File: config.mk
export PLATFORM = sky130hd
export DESIGN_NAME = mcu_in_port_collector_flat
export DESIGN_NICKNAME = d
export VERILOG_FILES = /design/src/rtl/mcu_in_port_collector_if.sv /design/src/rtl/mcu_in_port_collector.sv /design/src/flat_wrapper.sv
export SDC_FILE = /design/constraint.sdc
export NUM_CORES = 1
export LEC_CHECK = 0
export CAP_MARGIN = 25
export CELL_PAD_IN_SITES_DETAIL_PLACEMENT = 0
export CELL_PAD_IN_SITES_GLOBAL_PLACEMENT = 2
export CORE_UTILIZATION = 33
export CTS_BUF_LIST = sky130_fd_sc_hd__clkbuf_16
export DETAILED_ROUTE_END_ITERATION = 8
export GPL_TIMING_DRIVEN = 0
export HOLD_SLACK_MARGIN = 0.05
export PLACE_DENSITY_LB_ADDON = 0.1
export REMOVE_ABC_BUFFERS = 1
export SLEW_MARGIN = 0
export SYNTH_ARGS = -nofsm -noshare
export SYNTH_HDL_FRONTEND = slang
export SYNTH_SLANG_ARGS = --single-unit
File: constraint.sdc
create_clock -name clk -period 2.2 [get_ports clk]
set_clock_uncertainty 0.15 [all_clocks]
set_input_delay 0.44 -clock clk [delete_from_list [all_inputs] [get_ports clk]]
set_output_delay 0.44 -clock clk [all_outputs]
set_load 0.03 [all_outputs]
File: src/rtl/mcu_in_port_collector_if.sv
// mcu_in_port_collector_if: MCU input-port bus between the MCU (master) and the collector (slave)
// port_id : MCU port address
// in_strb : one-cycle pulse while the MCU executes IN on port_id
// in_port : read data returned to the MCU
// irq     : registered pending-data interrupt request
interface mcu_in_port_collector_if;
  logic [7:0] port_id;
  logic       in_strb;
  logic [7:0] in_port;
  logic       irq;
  modport master (output port_id, in_strb, input in_port, irq);
  modport slave  (input port_id, in_strb, output in_port, irq);
endinterface

File: src/rtl/mcu_in_port_collector.sv
// mcu_in_port_collector: captures bytes from four async peripherals and holds them for MCU reads
// clk, rst          : rising-edge clock, asynchronous active-high reset
// dev_data_0..3     : peripheral bytes, stable from dev_vld rise until capture
// dev_vld_0..3      : asynchronous valid levels, rising edge marks a new byte
// bus (slave)       : port_id/in_strb in, in_port (combinational) and irq (registered) out
// BASE_ID+0..3 read held bytes, BASE_ID+4 reads {ovr, flag}; IN strobe on an ID clears it.
// Optional macro OVR_COUNT_EN adds a saturating overrun counter at BASE_ID+5.
module mcu_in_port_collector #(
  parameter logic [7:0] BASE_ID     = 8'h20,
  parameter int         SYNC_STAGES = 2
) (
  input logic                      clk,
  input logic                      rst,
  input logic [7:0]                dev_data_0,
  input logic [7:0]                dev_data_1,
  input logic [7:0]                dev_data_2,
  input logic [7:0]                dev_data_3,
  input logic                      dev_vld_0,
  input logic                      dev_vld_1,
  input logic                      dev_vld_2,
  input logic                      dev_vld_3,
  mcu_in_port_collector_if.slave   bus
);
  logic [SYNC_STAGES-1:0][3:0] sync;
  logic [3:0][7:0] data, hold;
  logic [3:0] vld, prev, cap, flag, ovr, clr, ovr_ev;
  logic [7:0] off, ext_rd;
  logic stat_clr;
  assign data = {dev_data_3, dev_data_2, dev_data_1, dev_data_0};
  assign vld = {dev_vld_3, dev_vld_2, dev_vld_1, dev_vld_0};
  assign off = bus.port_id - BASE_ID;
  assign cap = sync[SYNC_STAGES-1] & ~prev;
  assign ovr_ev = cap & flag;
  assign clr = (bus.in_strb && off < 8'd4) ? 4'(4'b1 << off[1:0]) : 4'b0;
  assign stat_clr = bus.in_strb && off == 8'd4;
  // a capture on the same edge as a data-read clear keeps the flag set
  always_ff @(posedge clk or posedge rst) begin
    if (rst) begin
      sync <= '0;
      prev <= '0;
      hold <= '0;
      flag <= '0;
      ovr <= '0;
      bus.irq <= 1'b0;
    end else begin
      sync <= {sync[SYNC_STAGES-2:0], vld};
      prev <= sync[SYNC_STAGES-1];
      for (int i = 0; i < 4; i++) if (cap[i]) hold[i] <= data[i];
      flag <= cap | (flag & ~clr);
      ovr <= ovr_ev | (stat_clr ? 4'b0 : ovr);
      bus.irq <= |flag;
    end
  end
`ifdef OVR_COUNT_EN
  logic [7:0] ovr_cnt;
  logic [2:0] inc;
  logic [8:0] sum;
  assign inc = 3'(ovr_ev[0]) + 3'(ovr_ev[1]) + 3'(ovr_ev[2]) + 3'(ovr_ev[3]);
  assign sum = {1'b0, ovr_cnt} + {6'b0, inc};
  always_ff @(posedge clk or posedge rst) begin
    if (rst) ovr_cnt <= '0;
    else ovr_cnt <= (bus.in_strb && off == 8'd5) ? {5'b0, inc} : (sum[8] ? 8'hFF : sum[7:0]);
  end
  assign ext_rd = off == 8'd5 ? ovr_cnt : 8'h00;
`else
  assign ext_rd = 8'h00;
`endif
  assign bus.in_port = off < 8'd4 ? hold[off[1:0]] : off == 8'd4 ? {ovr, flag} : ext_rd;
endmodule
File: src/flat_wrapper.sv
// flat-port wrapper written by rule: the top's interface ports become plain ports
module mcu_in_port_collector_flat 
#(
  parameter logic [7:0] BASE_ID     = 8'h20,
  parameter int         SYNC_STAGES = 2
)
  (clk, rst, dev_data_0, dev_data_1, dev_data_2, dev_data_3, dev_vld_0, dev_vld_1, dev_vld_2, dev_vld_3, bus_port_id, bus_in_strb, bus_in_port, bus_irq);
  mcu_in_port_collector_if bus_i ();
  input logic clk;
  input logic rst;
  input logic [7:0] dev_data_0;
  input logic [7:0] dev_data_1;
  input logic [7:0] dev_data_2;
  input logic [7:0] dev_data_3;
  input logic dev_vld_0;
  input logic dev_vld_1;
  input logic dev_vld_2;
  input logic dev_vld_3;
  input wire logic [$bits(bus_i.port_id)-1:0] bus_port_id;
  input wire logic [$bits(bus_i.in_strb)-1:0] bus_in_strb;
  output wire logic [$bits(bus_i.in_port)-1:0] bus_in_port;
  output wire logic [$bits(bus_i.irq)-1:0] bus_irq;
  assign bus_i.port_id = bus_port_id;
  assign bus_i.in_strb = bus_in_strb;
  assign bus_in_port = bus_i.in_port;
  assign bus_irq = bus_i.irq;
  mcu_in_port_collector #(.BASE_ID(BASE_ID), .SYNC_STAGES(SYNC_STAGES)) u_core (.clk(clk), .rst(rst), .dev_data_0(dev_data_0), .dev_data_1(dev_data_1), .dev_data_2(dev_data_2), .dev_data_3(dev_data_3), .dev_vld_0(dev_vld_0), .dev_vld_1(dev_vld_1), .dev_vld_2(dev_vld_2), .dev_vld_3(dev_vld_3), .bus(bus_i));
endmodule
-- Yosys cells after proc, flatten, opt, wreduce, memory -nomap -nowiden
Cells that the tools add are included.
- $add $sub $neg: 1
- multiply operators: 0
- divide/modulo/power cells: 0
- $lt $le $gt $ge: 2
- eq/ne operators: 1
- shifts and indexed selects: 1
- muxes and demuxes: 6
- bitwise operators: 7
- reduce and logical (&&, ||, !) cells: 3
- operators by type and width (kind ; count):
    8-bit 2-to-1 mux ; 3
    8-bit binary-select mux with 2-bit select ; 1
    4-bit bitwise AND ; 3
    8-bit by 3-bit equality test with 1-bit output (second input constant) ; 1
    8-bit by 3-bit less-than comparator with 1-bit output (second input constant) ; 1
    4-bit 2-to-1 mux ; 2
    4-bit inverter ; 2
    4-bit OR ; 2
    8-bit by 6-bit subtractor with 8-bit output (second input constant) ; 1
    4-bit OR reduction ; 1
    1-bit by 2-bit << shifter with 4-bit output (first input constant) ; 1
    2-bit by 3-bit less-than comparator with 1-bit output (second input constant) ; 1
    1-bit logical AND ; 2
- bits in registers: 53
- latch bits: 0
- RAM bits: 0
- ROM bits: 0
- input port bits: 47
- output and inout bits: 9
- word-level logic and storage cells: 31
- memories: 0

-- Depth between registers and ports, before layout
- depth in word-level cells: 7
- mapped depth: 5
- gate-level depth less buffers: 5

-- Worst setup path after synthesis
Ideal clock, no wire load.
- kind: input to output
- from: input bus_port_id[5]
- to: output bus_in_port[0]
- arrival: 1699 ps
- data required time: 1610 ps
- slack: -89 ps
- cell stages on the path: 5
- buffers on the path: 0
- cells stage by stage: inv_1 ha_1 xnor2_2 nand2_1 a21oi_1
- longest elaborated chain between the ends: 4
- elaborated cells between the ends (all ways): 5
- classes of those cells: add/sub (1); order compare (1); eq/ne (1); mux (2)
- ends and longest elaborated chain (item ; RTL line ; source):
    start: declaration ; flat_wrapper.sv:19 ; input wire logic [$bits(bus_i.port_id)-1:0] bus_port_id;
    8-bit by 6-bit subtractor with 8-bit output * ; mcu_in_port_collector.sv:31 ; assign off = bus.port_id - BASE_ID;
    branches (longest 2 deep; another with 8-bit by 3-bit less-than comparator with 1-bit output) ; -- ;
    8-bit 2-to-1 mux * ; mcu_in_port_collector.sv:68 ; assign bus.in_port = off < 8'd4 ? hold[off[1:0]] : off == 8'd4 ? {ovr, flag} : ext_rd;
    end: declaration ; flat_wrapper.sv:21 ; output wire logic [$bits(bus_i.in_port)-1:0] bus_in_port;
Every way passes the cells marked *.

-- Final worst setup path
- from: input bus_port_id[0]
- to: output bus_in_port[6]
- longest elaborated chain between the ends: 4
- elaborated cells between the ends (all ways): 7
- classes of those cells: add/sub (1); order compare (1); eq/ne (1); mux (4)
- ends and longest elaborated chain (item ; RTL line):
    8-bit by 6-bit subtractor with 8-bit output * ; mcu_in_port_collector.sv:31
    branches (longest 2 deep; another with 8-bit by 3-bit less-than comparator with 1-bit output) ; --
    8-bit 2-to-1 mux * ; mcu_in_port_collector.sv:68
Every way passes the cells marked *. The select of a mux whose other input is x is not followed.

==> reports/results.ini <==
[pwr]
p_clk_share_pct=36.3
p_per_area_nw_per_um2=707
comb_power_share_pct=17.0
seqPwrFrac_pct=46.7
fin_total_pwr_w=0.00239
ir_worst_vdd_v=0.000448
internal_power_w=0.00185
p_sw_share_pct=22.7
p_leak_nw=1.35
p_sw_w=0.000544

[sta]
worst_slack_ps=24.3
period_minus_slack_ps=2180
period_share_pct=98.9
tightest_slew_ps=915
drv_slew=0
fmax_ghz=0.460
slew_headroom_pct=38.8
finalHoldViolCount=0
setup_violations=0

[placement]
pre_cts_ws_ps=-1190
place_inst=311
dpl.hpwl_um=3670
gp_congestion=0.779
portBuffers=55

[cells_and_area]
nets=277
syn2layout_area_growth_pct=45.2
drive_above_1_share_pct=39.1
layoutNonFillerInstCount=326
layout_commonest_cell=dfrtp_1
diodes=0
layout_common_cells=dfrtp_1, clkdlybuf4s50_1, mux2_2, mux2_1
fin_util_pct=49.8

[clock_network]
ctsHoldBuffers=0
cts.sinks=53
clk_pin_slew_ps=70
clockBufferDepth=2
worst_skew_pair.late_latency_ps=290
htree_levels=2
cts_tree=built
numCtsBuffers=5
cts_root_buffer=clkbuf_16

[floorplanning]
die_w_um=86.0
coreArea_sq_um=6790
die_h_um=86.0
die-area_sq_um=7400
pin_count=56
num_rows=30
start_util_pct=34.3

[worst_hold_path]
hold_class=reg2reg

[critical_path]
endpoint_kind=primary output
slowest_delay_ps=370
start_kind=primary input
crit_path_frequent_cell=buf_6
cp.required_ps=1610
critPathSlowestCell=mux2_1
cp_cell_sequence=buf_6 > buf_16 > mux2_1 > a22oi_2 > a21oi_4 > buf_6
worstSetupPathType=in2out
arrival_ps=1590
worstPathMaxFanout=12

[logic_synthesis]
syn_area_per_cell_sq_um=14.1
synth-edff-count=0
ys_ff_latch=53
synth_cells=165
ys_types=25
ys.flop_type=dfrtp_1
ys_async_sr_fraction_pct=100
ys_seq_area_share_pct=56.9
syn_area_sq_um=2330
synth_warnings=0

[routing]
drt_iter0_drc=56
wirelength_um=5050
dr_total_vias=1517
ant_nets=0
drt_first_pass_iters=5
drc=0
wire_per_inst_um=15.5
viasPerCell=4.65

[global_routing]
antenna_found_initial=0
grtUsageTotal_pct=15.1
grt_max_degree=36
gr-total-overflow=0
grt_pass1_vias=1681
grt_first_pass_wirelength_um=8400

[run]
drv_cap=0

[status]
status=complete, no violations

[worst max-delay path: cells and delay by family]
family	cells	cell delay (ps)
buf+inv	3	450
mux	1	370
compound gates	2	320
[metrics by stage]
step | TNS, ps | area, sq um | hold slack, ps
2_1_floorplan | -709 | 2290 | 181
3_3_place_gp | -44690 | 2960 | 184
3_5_place_dp | -9960 | 3000 | 189
4_1_cts | 0 | 3360 | 205
5_1_grt | -0.129 | 3380 | 221
6_report | 0 | 3380 | 204
[layout make-up]
cell class / count / area, sq um
multi-input combinational: 102 / 1110
clock inverter: 3 / 41.3
inverter: 3 / 11.3
clock buffer: 5 / 125
tap: 96 / 120
fill: 597 / 3410
sequential: 53 / 1330
timing repair buffer: 64 / 647
[power groups by stage]
stage / registers, W / logic, W / clock network (W)
6_report: 0.00112 / 0.000407 / 0.000868
3_3_place_gp: 0.00113 / 0.000342 / 0
4_1_cts: 0.00112 / 0.000409 / 0.000890
5_1_grt: 0.00113 / 0.000440 / 0.000930
3_5_place_dp: 0.00114 / 0.000362 / 0
2_1_floorplan: 0.00112 / 0.000208 / 0
[sequential cells by signal, summed over array words and instances (netlist names)]
signal          flops
u_core.hold        32
u_core.bus.irq      1
u_core.flag         4
u_core.sync         8
u_core.ovr          4
u_core.prev         4
[cells in the mapped netlist, types with 2 or more instances]
cell	n	area share [%]
dfrtp_1	53	57
mux2_2	28	14
mux2_1	12	5.8
nand2_1	9	1.4
a21oi_1	8	1.7
a22oi_1	8	2.6
mux2_4	8	5.2
nor2b_1	7	1.9
a21o_1	4	1.3
a22o_1	4	1.5
buf_2	4	0.86
nand4_1	4	1.1
inv_1	3	0.48
nor2_1	2	0.32
[worst paths after layout]
| check | start | to | slack (ps) | cells past startpoint |
|---|---|---|---|---|
| worst min-delay path | u_core.sync[2] | u_core.sync[6] | 200 | 0 |
| min in group asynchronous | rst | u_core.sync[1] | 310 | 2 |
| worst max register to register | u_core.sync[4] | u_core.hold[4] | 440 | 2 |
| worst min register to register | u_core.sync[2] | u_core.sync[6] | 200 | 0 |
| max in group asynchronous | rst | u_core.bus.irq | 1080 | 3 |
| worst max-delay path | bus_port_id[0] | bus_in_port[6] | 20 | 6 |
[routing by layer]
| metal | routed length, um | part of all wire (%) | track usage, % |
|---|---|---|---|
| met5 | 0 | 0 | 0 |
| met4 | 72 | 1.4 | 5.00 |
| met3 | 197 | 3.9 | 3.08 |
| met2 | 2670 | 53 | 27.1 |
| met1 | 2110 | 42 | 18.1 |
[repair_timing]
item | 4_1_cts | 5_1_grt
setup endpoints to repair | 8 | 8
resized for setup | 104 | 8
buffers inserted | 4 | 1
pin swaps | 3 | 1
[cells by family after synthesis]
| group | after synthesis | share of synthesized area, % |
|---|---|---|
| adder cells (fa/ha/maj) | 1 | 0.537 |
| AND/OR/NAND/NOR | 28 | 7.89 |
| buffers and inverters | 10 | 2.36 |
| AO/OA/AOI/OAI | 24 | 7.09 |
| multiplexers | 48 | 24.5 |
| XOR/XNOR | 1 | 0.698 |
| flip-flops | 53 | 56.9 |
Note: power is estimated with default switching activity, not from simulation.
